$ cat config.mk
export PLATFORM = sky130hd
export DESIGN_NAME = interrupt_controller
export DESIGN_NICKNAME = d
export VERILOG_FILES = /design/src/rtl/interrupt_controller.sv
export SDC_FILE = /design/constraint.sdc
export NUM_CORES = 1
export LEC_CHECK = 0
export CAP_MARGIN = 20
export CORE_ASPECT_RATIO = 0.75
export CORE_MARGIN = 3
export CORE_UTILIZATION = 55
export CTS_CLUSTER_SIZE = 30
export DETAILED_ROUTE_END_ITERATION = 16
export DONT_BUFFER_PORTS = 1
export GPL_TIMING_DRIVEN = 0
export HOLD_SLACK_MARGIN = 0.05
export PLACE_DENSITY_LB_ADDON = 0.1
export REMOVE_ABC_BUFFERS = 1
export SYNTH_ARGS = -nofsm -noshare
export SYNTH_HDL_FRONTEND = slang
export SYNTH_SLANG_ARGS = --single-unit
$ cat constraint.sdc
create_clock -name clk -period 4.4 [get_ports clk]
set_input_delay 0 -clock clk [delete_from_list [all_inputs] [get_ports clk]]
set_output_delay 0 -clock clk [all_outputs]
set_load 0.01 [all_outputs]
$ cat src/rtl/interrupt_controller.sv
// Interrupt requester for the PC's IRQ/XAddr interface: synchronises, edge-detects,
// masks and prioritises external lines, then issues a one-cycle IRQ with vector and return address.
module interrupt_controller #(
  parameter int          NUM_SRC    = 8,
  parameter logic [31:0] VEC_BASE   = 32'h8000_0008,
  parameter logic [31:0] VEC_STRIDE = 32'd4
) (
  input  logic               clk,
  input  logic               RESET_N,
  input  logic [NUM_SRC-1:0] IRQ_IN,
  input  logic               PC_MSB,
  input  logic [31:0]        PcIncr,
  input  logic               STALL,
  input  logic               MASK_WE,
  input  logic [NUM_SRC-1:0] MASK_WDATA,
  output logic               IRQ,
  output logic [31:0]        XAddr,
  output logic [31:0]        XP,
  output logic [4:0]         CAUSE,
  output logic               IN_SERVICE,
  output logic [NUM_SRC-1:0] PENDING
);

  typedef enum logic [1:0] {
    IDLE    = 2'd0,
    TAKE    = 2'd1,
    HANDLER = 2'd2
  } state_t;

  logic [NUM_SRC-1:0] sync1_q, sync2_q, edge_q;
  logic [NUM_SRC-1:0] mask_q;
  logic [NUM_SRC-1:0] pending_q, pending_d;
  logic [NUM_SRC-1:0] rise, eligible, clr;
  logic [4:0]         sel_idx;
  logic               sel_valid;
  logic               accept;

  state_t      state_q;
  logic        irq_q;
  logic [31:0] xaddr_q;
  logic [31:0] xp_q;
  logic [4:0]  cause_q;
  logic        in_service_q;

  // Per-line 2-FF synchroniser plus a delay flop for rising-edge detection.
  generate
    for (genvar gi = 0; gi < NUM_SRC; gi++) begin : g_sync
      always_ff @(posedge clk or negedge RESET_N) begin
        if (!RESET_N) begin
          sync1_q[gi] <= 1'b0;
          sync2_q[gi] <= 1'b0;
          edge_q[gi]  <= 1'b0;
        end else begin
          sync1_q[gi] <= IRQ_IN[gi];
          sync2_q[gi] <= sync1_q[gi];
          edge_q[gi]  <= sync2_q[gi];
        end
      end
      assign rise[gi] = sync2_q[gi] & ~edge_q[gi];
    end
  endgenerate

  assign eligible = pending_q & mask_q;

  // Fixed priority: scan downwards so the lowest set index is the last one written.
  always_comb begin
    sel_idx   = 5'd0;
    sel_valid = 1'b0;
    for (int i = NUM_SRC - 1; i >= 0; i--) begin
      if (eligible[i]) begin
        sel_idx   = 5'(i);
        sel_valid = 1'b1;
      end
    end
  end

  assign accept = (state_q == IDLE) && !PC_MSB && !STALL && sel_valid;

  always_comb begin
    clr = '0;
    for (int i = 0; i < NUM_SRC; i++) begin
      clr[i] = accept && (sel_idx == 5'(i));
    end
  end

  // A fresh edge in the acceptance cycle re-arms the source rather than being lost.
  assign pending_d = (pending_q & ~clr) | rise;

  always_ff @(posedge clk or negedge RESET_N) begin
    if (!RESET_N) begin
      pending_q <= '0;
      mask_q    <= '0;
    end else begin
      pending_q <= pending_d;
      if (MASK_WE) mask_q <= MASK_WDATA;
    end
  end

  always_ff @(posedge clk or negedge RESET_N) begin
    if (!RESET_N) begin
      state_q      <= IDLE;
      irq_q        <= 1'b0;
      xaddr_q      <= VEC_BASE;
      xp_q         <= 32'd0;
      cause_q      <= 5'd0;
      in_service_q <= 1'b0;
    end else begin
      case (state_q)
        IDLE: begin
          if (accept) begin
            state_q      <= TAKE;
            irq_q        <= 1'b1;
            xaddr_q      <= VEC_BASE + 32'(sel_idx) * VEC_STRIDE;
            cause_q      <= sel_idx;
            in_service_q <= 1'b1;
          end
        end
        TAKE: begin
          xp_q    <= PcIncr;
          irq_q   <= 1'b0;
          state_q <= HANDLER;
        end
        HANDLER: begin
          if (!PC_MSB) begin
            state_q      <= IDLE;
            in_service_q <= 1'b0;
          end
        end
        default: begin
          state_q      <= IDLE;
          irq_q        <= 1'b0;
          in_service_q <= 1'b0;
        end
      endcase
    end
  end

  assign IRQ        = irq_q;
  assign XAddr      = xaddr_q;
  assign XP         = xp_q;
  assign CAUSE      = cause_q;
  assign IN_SERVICE = in_service_q;
  assign PENDING    = pending_q;

endmodule
==> results of run 1 <==
kinds of logic after synthesis:
group,count (synthesis)
compound gates,30
simple gates,31
other cells,2
buf+inv,48
flops,82
fa+ha+maj,1
mux,42
final cells by class:
cell class	count	area, µm²	share of cell area
inverters	13	48.80	0.01220
clock buffers	9	123.9	0.03096
multi-input cells	134	996.0	0.2489
flip-flops and latches	82	2053	0.5131
well taps	75	93.84	0.02345
clock inverters	6	42.54	0.01063
repair buffers	62	643.1	0.1607
synth_stat cells, drive strengths merged:
library cell   n  area, µm²
nor2b          1      6.260
a41oi          1      27.53
dfrtp         81       2027
nand2         10      37.54
nor2           3      11.26
o21a           1      7.510
o22ai          3      18.77
a32oi          1      8.760
and4b          1      10.01
nand4b         1      8.760
nand3          7      35.03
nor4           1      6.260
conb           2      7.510
and4bb         1      12.51
a22o           3      26.28
a21o           2      15.01
clkbuf         1      3.750
a211oi         1      7.510
a21oi          4      20.02
nand2b         3      18.77
mux2          42      480.5
and2           2      12.51
a31oi          1      6.260
a22oi          4      30.03
o211ai         1      7.510
dfstp          1      26.28
ha             1      12.51
o21ai          7      35.03
o31ai          1      7.510
inv           13      48.80
buf           34      247.7
or4            1      11.26
sequential cells by signal, summed over array words and instances, names as in the netlist:
register and count:
CAUSE 3, IN_SERVICE 1, IRQ 1, PENDING 8
XAddr 3, XP 32, edge_q 8, mask_q 8
state_q 2, sync1_q 8, sync2_q 8
power groups by stage:
stage	combinational, W	clock (W)	sequential [W]
6_report	0.000294	0.000451	0.00110
5_1_grt	0.000325	0.000509	0.00112
4_1_cts	0.000292	0.000469	0.00110
3_5_place_dp	0.000228	0	0.00111
3_3_place_gp	0.000211	0	0.00111
2_1_floorplan	0.000195	0	0.00107
per-stage QoR:
stage,hold WS (ns),area (µm²),total power [W]
2_1_floorplan,-0.2956,3095,0.001268
3_3_place_gp,-0.2938,3189,0.001320
3_5_place_dp,-0.2943,3207,0.001341
4_1_cts,0.1939,4001,0.001863
5_1_grt,0.1814,4001,0.001953
6_report,0.2133,4001,0.001844
worst min path at each step:
stage	startpoint	end	slack, ns	depth (start not counted)
floorplan	RESET_N	CAUSE[0]	-0.30	0
global placement	RESET_N	sync1_q[6]	-0.29	0
detailed placement	RESET_N	edge_q[6]	-0.29	0
CTS	IRQ_IN[2]	sync1_q[2]	0.19	1
global route	IRQ_IN[5]	sync1_q[5]	0.18	1
finish	RESET_N	edge_q[6]	0.21	2
layer usage:
layer,global-route usage,share of wire
met1,0.2327,0.38
met5,0,0
met4,0.02560,0.00095
met3,0.08083,0.10
met2,0.3289,0.51
==> results.sh, run 1 <==
export IMPL_cp_num_buf_inv=1
export IMPL_synth_top_family_by_area="multiplexers"
export IMPL_netlist_area_mm2=0.003242
export IMPL_setup_violations=0
export IMPL_clock_path_buffers=2
export IMPL_cts_buffers=9
export IMPL_seq_area_frac_synth=0.6333
export IMPL_cp_startpoint="state_q[1]"
export IMPL_diodes=0
export IMPL_die_x_um=94.65
export IMPL_first_iter_violations=94
export IMPL_cts_resized=0
export IMPL_layout_common_cells="81 x dfrtp_1, 60 x dlygate4sd3_1, 40 x mux2_2"
export IMPL_muxShareOfSynthArea=0.1482
export IMPL_drcViolationCount=0
export IMPL_reg2regPathDepth=4
export IMPL_worstMarginPinSlew_ns=0.8190
export IMPL_grt_pass1_vias=1981
export IMPL_final_common_cell="dfrtp_1"
export IMPL_cp_top_family="buffers and inverters"
export IMPL_cp_end_kind="register"
export IMPL_fillers=387
export IMPL_ys_ff_latch=82
export IMPL_hold_path_class="input pin to async pin"
export IMPL_io_pin_count=132
export IMPL_finalNonFillerCells=381
export IMPL_period_needed_ns=2.453
export IMPL_port_buffers=0
export IMPL_clk_latency_ns=0.33
export IMPL_path_depth=4
export IMPL_grt_max_degree=83
export IMPL_wl_per_cell_um=16.61
export IMPL_p_seq_frac=0.596
export IMPL_switching_share=0.3011
export IMPL_cts_tree="done"
export IMPL_peakVddDrop_mv=0.2932
export IMPL_cp_cell_sequence="or4_4, dlygate4sd3_1, a41oi_4, mux2_4"
export IMPL_powerDensity_mw_per_mm2=460.7
export IMPL_dp_slack_ns=2.323
export IMPL_fmax_mhz=407.7
export IMPL_yosys_area_share_simple=0.05249
export IMPL_cap_violations=0
export IMPL_power_switching_w=0.0005551
export IMPL_grt_overflow_total=0
export IMPL_start_util=0.5867
export IMPL_ant_nets=0
export IMPL_drt_pre_antenna_iters=4
export IMPL_place_congestion=0.9006
export IMPL_synthXorXnorAreaFrac=0
export IMPL_worst_ep_required_time_ns=4.63
export IMPL_yosysUniqueCellTypes=34
export IMPL_fp_coreArea_mm2=0.005525
export IMPL_critical_path_peak_fanout=10
export IMPL_cts_num_sinks=82
export IMPL_crit_end="XAddr[5]"
export IMPL_r2r_slack_ns=1.95
export IMPL_finalCritPeriodShare=0.5575
export IMPL_synth_compound_area_share=0.06716
export IMPL_max_slew_margin=0.4490
export IMPL_layout_nets=356
export IMPL_synthAdderAreaFrac=0.003860
export IMPL_syn_inst=236
export IMPL_wl_mm=6.330
export IMPL_skew_ns=0.009175
export IMPL_cts_max_level=3
export IMPL_dp_cells=305
export IMPL_clk_pin_slew_ns=0.08
export IMPL_dieHeight_um=72.49
export IMPL_rows=23
export IMPL_cp_arrival_ns=2.68
export IMPL_yosys_warnings=0
export IMPL_postCtsHoldBufs=61
export IMPL_syn_avg_cell_area_um2=13.74
export IMPL_num_vias=1971
export IMPL_clkPwrFrac=0.244
export IMPL_p_leak_nw=1.792
export IMPL_status="finished, final reports clean"
export IMPL_pwr_share_comb=0.160
export IMPL_crit_type="register to register"
export IMPL_synthToLayoutAreaGrowth_pct=23.43
export IMPL_rsz0062_at_grt="no"
export IMPL_track_usage=0.1912
export IMPL_vias_per_cell=5.173
export IMPL_p_int_w=0.001289
export IMPL_tns_ns=0
export IMPL_post_route_util=0.7242
export IMPL_crit_path_top_delay_cell="dlygate4sd3_1"
export IMPL_worstSetupStartpointType="register"
export IMPL_dp_hpwl_mm=4.021
export IMPL_max_stage_delay_ns=0.67
export IMPL_antenna_found_initial=0
export IMPL_cts_setup_buffers=0
export IMPL_cts_root_buf="clkbuf_8"
export IMPL_reg2reg_to="XAddr[5]"
export IMPL_timing_final_ws_setup_ns=1.947
export IMPL_reg2reg_from="state_q[1]"
export IMPL_finalHoldViolations=0
export IMPL_die_area_mm2=0.006861
export IMPL_grt_pass1_wl_mm=9.860
export IMPL_drv_slew=0
export IMPL_drive_above_1_share=0.2092
(Power assumes the default switching activity.)
==> run 2: changes to the inputs <==
==> constraint.sdc (replaced) <==
create_clock -name clk -period 2.4 [get_ports clk]
set_input_delay 0 -clock clk [delete_from_list [all_inputs] [get_ports clk]]
set_output_delay 0 -clock clk [all_outputs]
set_load 0.01 [all_outputs]
==> run 2 against run 1 <==
Compared with the run above: register-to-register slack worse by 1.8 ns; critical path depth stayed put; utilization up 0.091 points; clock power is 83% higher; final area is 0.12% higher; largest power group unchanged.
==> results.sh, run 2 (synthesis results as in run 1) <==
export IMPL_place_congestion=0.9006
export IMPL_cts_root_buf="clkbuf_8"
export IMPL_fin_area_mm2=0.004006
export IMPL_rows=23
export IMPL_start_util=0.5867
export IMPL_cap_violations=0
export IMPL_setup_violations=0
export IMPL_largest_register_ffs=32
export IMPL_finalHoldViolations=0
export IMPL_cts_tree="done"
export IMPL_grt_pass1_vias=1971
export IMPL_grt_overflow_total=0
export IMPL_drive_above_1_share=0.2124
export IMPL_num_vias=1950
export IMPL_period_needed_ns=2.266
export IMPL_cts_num_sinks=82
export IMPL_p_leak_nw=1.796
export IMPL_placed_cell_area_mm2=0.003207
export IMPL_peakVddDrop_mv=0.5375
export IMPL_max_slew_margin=0.4353
export IMPL_dp_hpwl_mm=4.021
export IMPL_worstMarginPinSlew_ns=0.8393
export IMPL_cts_setup_buffers=0
export IMPL_drcViolationCount=0
export IMPL_diodes=0
export IMPL_status="finished, final reports clean"
export IMPL_first_iter_violations=89
export IMPL_vias_per_cell=5.118
export IMPL_final_common_cell="dfrtp_1"
export IMPL_layout_common_cells="81 x dfrtp_1, 60 x dlygate4sd3_1, 40 x mux2_2"
export IMPL_fp_coreArea_mm2=0.005525
export IMPL_drv_slew=0
export IMPL_clk_pin_slew_ns=0.08
export IMPL_p_total_w=0.003384
export IMPL_fmax_mhz=441.3
export IMPL_grt_max_degree=83
export IMPL_reg2regPathDepth=4
export IMPL_cts_buffers=9
export IMPL_fillers=385
export IMPL_clock_path_buffers=2
export IMPL_drt_pre_antenna_iters=4
export IMPL_grt_pass1_wl_mm=9.846
export IMPL_hold_path_class="input pin to async pin"
export IMPL_skew_ns=0.007894
export IMPL_wl_per_cell_um=16.67
export IMPL_track_usage=0.1912
export IMPL_critical_path_peak_fanout=6
export IMPL_worstSetupStartpointType="register"
export IMPL_dieHeight_um=72.49
export IMPL_layout_nets=356
export IMPL_die_area_mm2=0.006861
export IMPL_io_pin_count=132
export IMPL_worst_ep_required_time_ns=2.63
export IMPL_cp_arrival_ns=2.50
export IMPL_die_x_um=94.65
export IMPL_finalCritPeriodShare=0.9441
export IMPL_port_buffers=0
export IMPL_wl_mm=6.353
export IMPL_cts_max_level=3
export IMPL_rsz0062_at_grt="no"
export IMPL_synthToLayoutAreaGrowth_pct=23.58
export IMPL_powerDensity_mw_per_mm2=844.7
export IMPL_cp_end_kind="register"
export IMPL_ant_nets=0
export IMPL_antenna_found_initial=0
export IMPL_clk_latency_ns=0.33
export IMPL_crit_type="register to register"
-- run 2: changes by cell type in the layout (fill, tap and decap cells not counted) --
cell / delta
a22oi_1: -1
a22oi_2: +1
-- run 2: repair_timing --
| action | CTS | global route |
|---|---|---|
| gates resized for setup | 0 | 1 |
| hold buffers | 61 | 0 |
| setup endpoints to repair | 0 | 1 |
| hold endpoints to repair | 142 | 0 |
-- run 2: per-layer routing --
metal | wire length, µm | vias up | share of wire | track usage
met4 | 13 | 0 | 0.0020 | 0.02560
met2 | 3250 | 101 | 0.51 | 0.3281
met5 | 0 | - | 0 | 0
met1 | 2468 | 956 | 0.39 | 0.2334
met3 | 620 | 4 | 0.098 | 0.08083
li1 | - | 889 | - | -
-- run 2: per-stage QoR --
step           hold WS [ns]  utilization  setup slack (ns)  cells  TNS (ns)
2_1_floorplan       -0.2956            -           0.04320    229         0
3_3_place_gp        -0.2938       0.5772           -0.2766    304    -8.778
3_5_place_dp        -0.2943       0.5804            0.3234    305         0
4_1_cts              0.1939       0.7242            0.1303    381         0
5_1_grt              0.1814       0.7251           0.01070    381         0
6_report             0.2111       0.7251            0.1341    381         0
-- run 2: critical path, cell delays in order (launching register included) --
cell	delay, ns
dfrtp_1	0.48
a22oi_1	0.54
a41oi_4	0.24
dlygate4sd3_1	0.71
a21o_1	0.18
-- run 2: worst paths after layout --
check / start / endpoint / slack (ns)
setup / recovery: PENDING[4] / IRQ / 0.13
hold / removal: RESET_N / edge_q[6] / 0.21
setup reg to reg: PENDING[4] / IRQ / 0.13
hold reg to reg: sync1_q[4] / sync2_q[4] / 0.35
max in group asynchronous: RESET_N / XAddr[3] / 1.84
min in group clk: IRQ_IN[2] / sync1_q[2] / 0.22
-- run 2: layout make-up --
class / count / area, µm² / share of cell area
Sequential cell: 82 / 2053 / 0.5125
Inverter: 13 / 48.80 / 0.01218
Multi-Input combinational cell: 134 / 1001 / 0.2498
Clock inverter: 6 / 42.54 / 0.01062
Tap cell: 75 / 93.84 / 0.02342
Timing Repair Buffer: 62 / 643.1 / 0.1605
Clock buffer: 9 / 123.9 / 0.03092
-- run 2: power breakdown --
part	internal, W	total, W	switching, W
clock	0.000371	0.000827	0.000456
sequential	0.00167	0.00202	0.000343
combinational	0.000320	0.000541	0.000221
total	0.00236	0.00338	0.00102
==> run 3: changes to the inputs <==
--- a/config.mk
+++ b/config.mk
@@ -5,6 +5,7 @@
 export SDC_FILE = /design/constraint.sdc
 export NUM_CORES = 1
 export LEC_CHECK = 0
+export ABC_AREA = 1
 export CAP_MARGIN = 20
 export CORE_ASPECT_RATIO = 0.75
 export CORE_MARGIN = 3
==> run 3 against run 2 <==
Compared with the run above: global-route usage fell by 0.43 points; final cell count rose by 5.8%; sequential cell count did not move; first-iteration DRC count fell by 26%; register-to-register slack improved by 0.56 ns; synthesized area barely moved; die area barely moved; combinational power rose by 53%; utilization rose by 0.63 points; non-clock buffer count fell by 2; critical path depth did not move; worst hold slack got worse by 0.14 ns; largest cell class unchanged; highest routed layer unchanged.
==> results.sh, run 3 <==
export IMPL_status="finished, final reports clean"
export IMPL_cts_num_sinks=82
export IMPL_io_pin_count=132
export IMPL_cts_resized=0
export IMPL_synthToLayoutAreaGrowth_pct=24.57
export IMPL_peakVddDrop_mv=0.6607
export IMPL_worstSetupStartpointType="register"
export IMPL_synth_most_common_cell="dfrtp_1"
export IMPL_reg2reg_from="state_q[1]"
export IMPL_rows=23
export IMPL_min_from="STALL"
export IMPL_cts_buffers=9
export IMPL_fmax_mhz=587.5
export IMPL_yosys_warnings=0
export IMPL_cts_tree="done"
export IMPL_ant_nets=0
export IMPL_clock_path_buffers=2
export IMPL_cts_root_buf="clkbuf_8"
export IMPL_synth_edf_count=0
export IMPL_wl_per_cell_um=14.86
export IMPL_first_iter_violations=66
export IMPL_reg2reg_to="XP[29]"
export IMPL_max_slew_margin=0.4949
export IMPL_wl_mm=5.987
export IMPL_synth_top_area_frac=0.6248
export IMPL_synth_top_cells_by_area="dfrtp_1 62%, mux2_2 14%, buf_4 7.2%"
export IMPL_die_area_mm2=0.006866
export IMPL_synth_top_area_cell="dfrtp_1"
export IMPL_dieHeight_um=72.52
export IMPL_syn_avg_cell_area_um2=12.53
export IMPL_grt_pass1_vias=1929
export IMPL_layout_nets=377
export IMPL_period_needed_ns=1.702
export IMPL_start_util=0.5872
export IMPL_diodes=0
export IMPL_worstMarginPinSlew_ns=0.7558
export IMPL_port_buffers=0
export IMPL_num_vias=1904
export IMPL_hold_path_class="input pin to register"
export IMPL_finalCritPeriodShare=0.7093
export IMPL_largest_register_ffs=32
export IMPL_antenna_found_initial=0
export IMPL_cp_end_kind="register"
export IMPL_p_leak_nw=1.914
export IMPL_syn_inst=259
export IMPL_grt_max_degree=83
export IMPL_setup_violations=0
export IMPL_clk_pin_slew_ns=0.09
export IMPL_netlist_area_mm2=0.003244
export IMPL_worst_hold_slack_ns=0.06854
export IMPL_drt_pre_antenna_iters=6
export IMPL_critical_path_peak_fanout=18
export IMPL_drive_above_1_share=0.2134
export IMPL_fp_coreArea_mm2=0.005525
export IMPL_vias_per_cell=4.725
export IMPL_track_usage=0.1870
export IMPL_dp_hpwl_mm=3.758
export IMPL_r2r_slack_ns=0.70
export IMPL_cts_max_level=3
export IMPL_finalHoldViolations=0
export IMPL_final_common_cell="dfrtp_1"
export IMPL_worstHoldEndpoint="PENDING[1]"
export IMPL_skew_ns=0.009503
export IMPL_drv_slew=0
export IMPL_drcViolationCount=0
export IMPL_seq_area_frac_synth=0.6329
export IMPL_powerDensity_mw_per_mm2=1019
export IMPL_dp_cells=328
export IMPL_die_x_um=94.69
export IMPL_place_congestion=0.7885
export IMPL_crit_type="register to register"
export IMPL_ys_ff_latch=82
export IMPL_hold_depth=6
export IMPL_grt_overflow_total=0
export IMPL_tns_ns=0
export IMPL_clk_latency_ns=0.35
export IMPL_cp_arrival_ns=1.94
export IMPL_layout_common_cells="81 x dfrtp_1, 58 x dlygate4sd3_1, 54 x nand2_1"
export IMPL_rsz0062_at_grt="no"
export IMPL_ys_top_cells_by_count="81 x dfrtp_1, 54 x nand2_1, 40 x mux2_2"
export IMPL_async_flop_share=1.000
export IMPL_grt_pass1_wl_mm=9.384
export IMPL_synth_ff_type="dfrtp_1"
export IMPL_cap_violations=0
export IMPL_worst_ep_required_time_ns=2.64
export IMPL_yosysUniqueCellTypes=22
export IMPL_reg2regPathDepth=4
export IMPL_finalNonFillerCells=403
export IMPL_p_total_w=0.004117
## run 3: cell count changes in the layout (fill, tap and decap cells not counted), sizes merged, moves of 3 or more
cell	delta
nand2	+49
inv	+10
a22oi	-4
nand4	+4
o21ai	-4
a22o	-3
clkinv	-3
nand2b	-3
o22ai	-3
## run 3: what timing repair did
item                                   4_1_cts  5_1_grt
setup buffers                                0        0
hold buffers                                59        0
endpoints found under the hold margin      132        0
## run 3: logic make-up after synthesis
family | after synthesis | share of synthesized area
compound gates | 8 | 0.02005
fa+ha+maj | 1 | 0.003856
buf+inv | 53 | 0.09911
flops | 82 | 0.6329
mux | 40 | 0.1388
other cells | 2 | 0.002315
simple gates | 73 | 0.1030
## run 3: worst max path at each step
stage | from | to | slack (ns) | depth (start not counted)
3_5_place_dp | state_q[1] | XP[23] | 0.70 | 4
4_1_cts | state_q[1] | XP[23] | 0.70 | 4
6_report | state_q[1] | XP[29] | 0.70 | 4
3_3_place_gp | state_q[1] | XP[15] | 0.47 | 3
5_1_grt | state_q[1] | XP[29] | 0.58 | 4
2_1_floorplan | state_q[1] | XP[0] | 0.80 | 3
## run 3: critical path: stages, from the launching register on
cell,delay (ns)
dfrtp_1,0.37
inv_1,0.11
nand2_1,0.46
buf_16,0.35
mux2_2,0.29
## run 3: final cells by class
type	instances	area, µm²
sequential	82	2053
multi-input combinational	152	974.7
clock buffer	9	123.9
inverter	18	70.07
timing repair buffer	60	635.6
clock inverter	7	90.09
fill	373	1484
tap	75	93.84
## run 3: where the power goes
group,internal [W],switching [W]
Sequential,0.00178,0.000440
Combinational,0.000462,0.000368
Clock,0.000513,0.000551
Total,0.00276,0.00136
## run 3: metal layers
| metal | GRT usage | vias up | routed length (µm) | part of all wire |
|---|---|---|---|---|
| li1 | - | 896 | - | - |
| met1 | 0.2255 | 911 | 2374 | 0.40 |
| met2 | 0.3070 | 87 | 2992 | 0.50 |
| met3 | 0.07358 | 10 | 534 | 0.089 |
| met4 | 0.06720 | 0 | 86 | 0.014 |
| met5 | 0 | - | 0 | 0 |
## run 3: stage by stage
| step | setup WS [ns] | util | instance area, µm² |
|---|---|---|---|
| global route | 0.5765 | 0.7314 | 4041 |
| finish | 0.6977 | 0.7314 | 4041 |
| CTS | 0.6975 | 0.7314 | 4041 |
| global placement | 0.4651 | 0.5777 | 3192 |
| detailed placement | 0.7047 | 0.5827 | 3219 |
| floorplan | 0.8032 | - | 3098 |
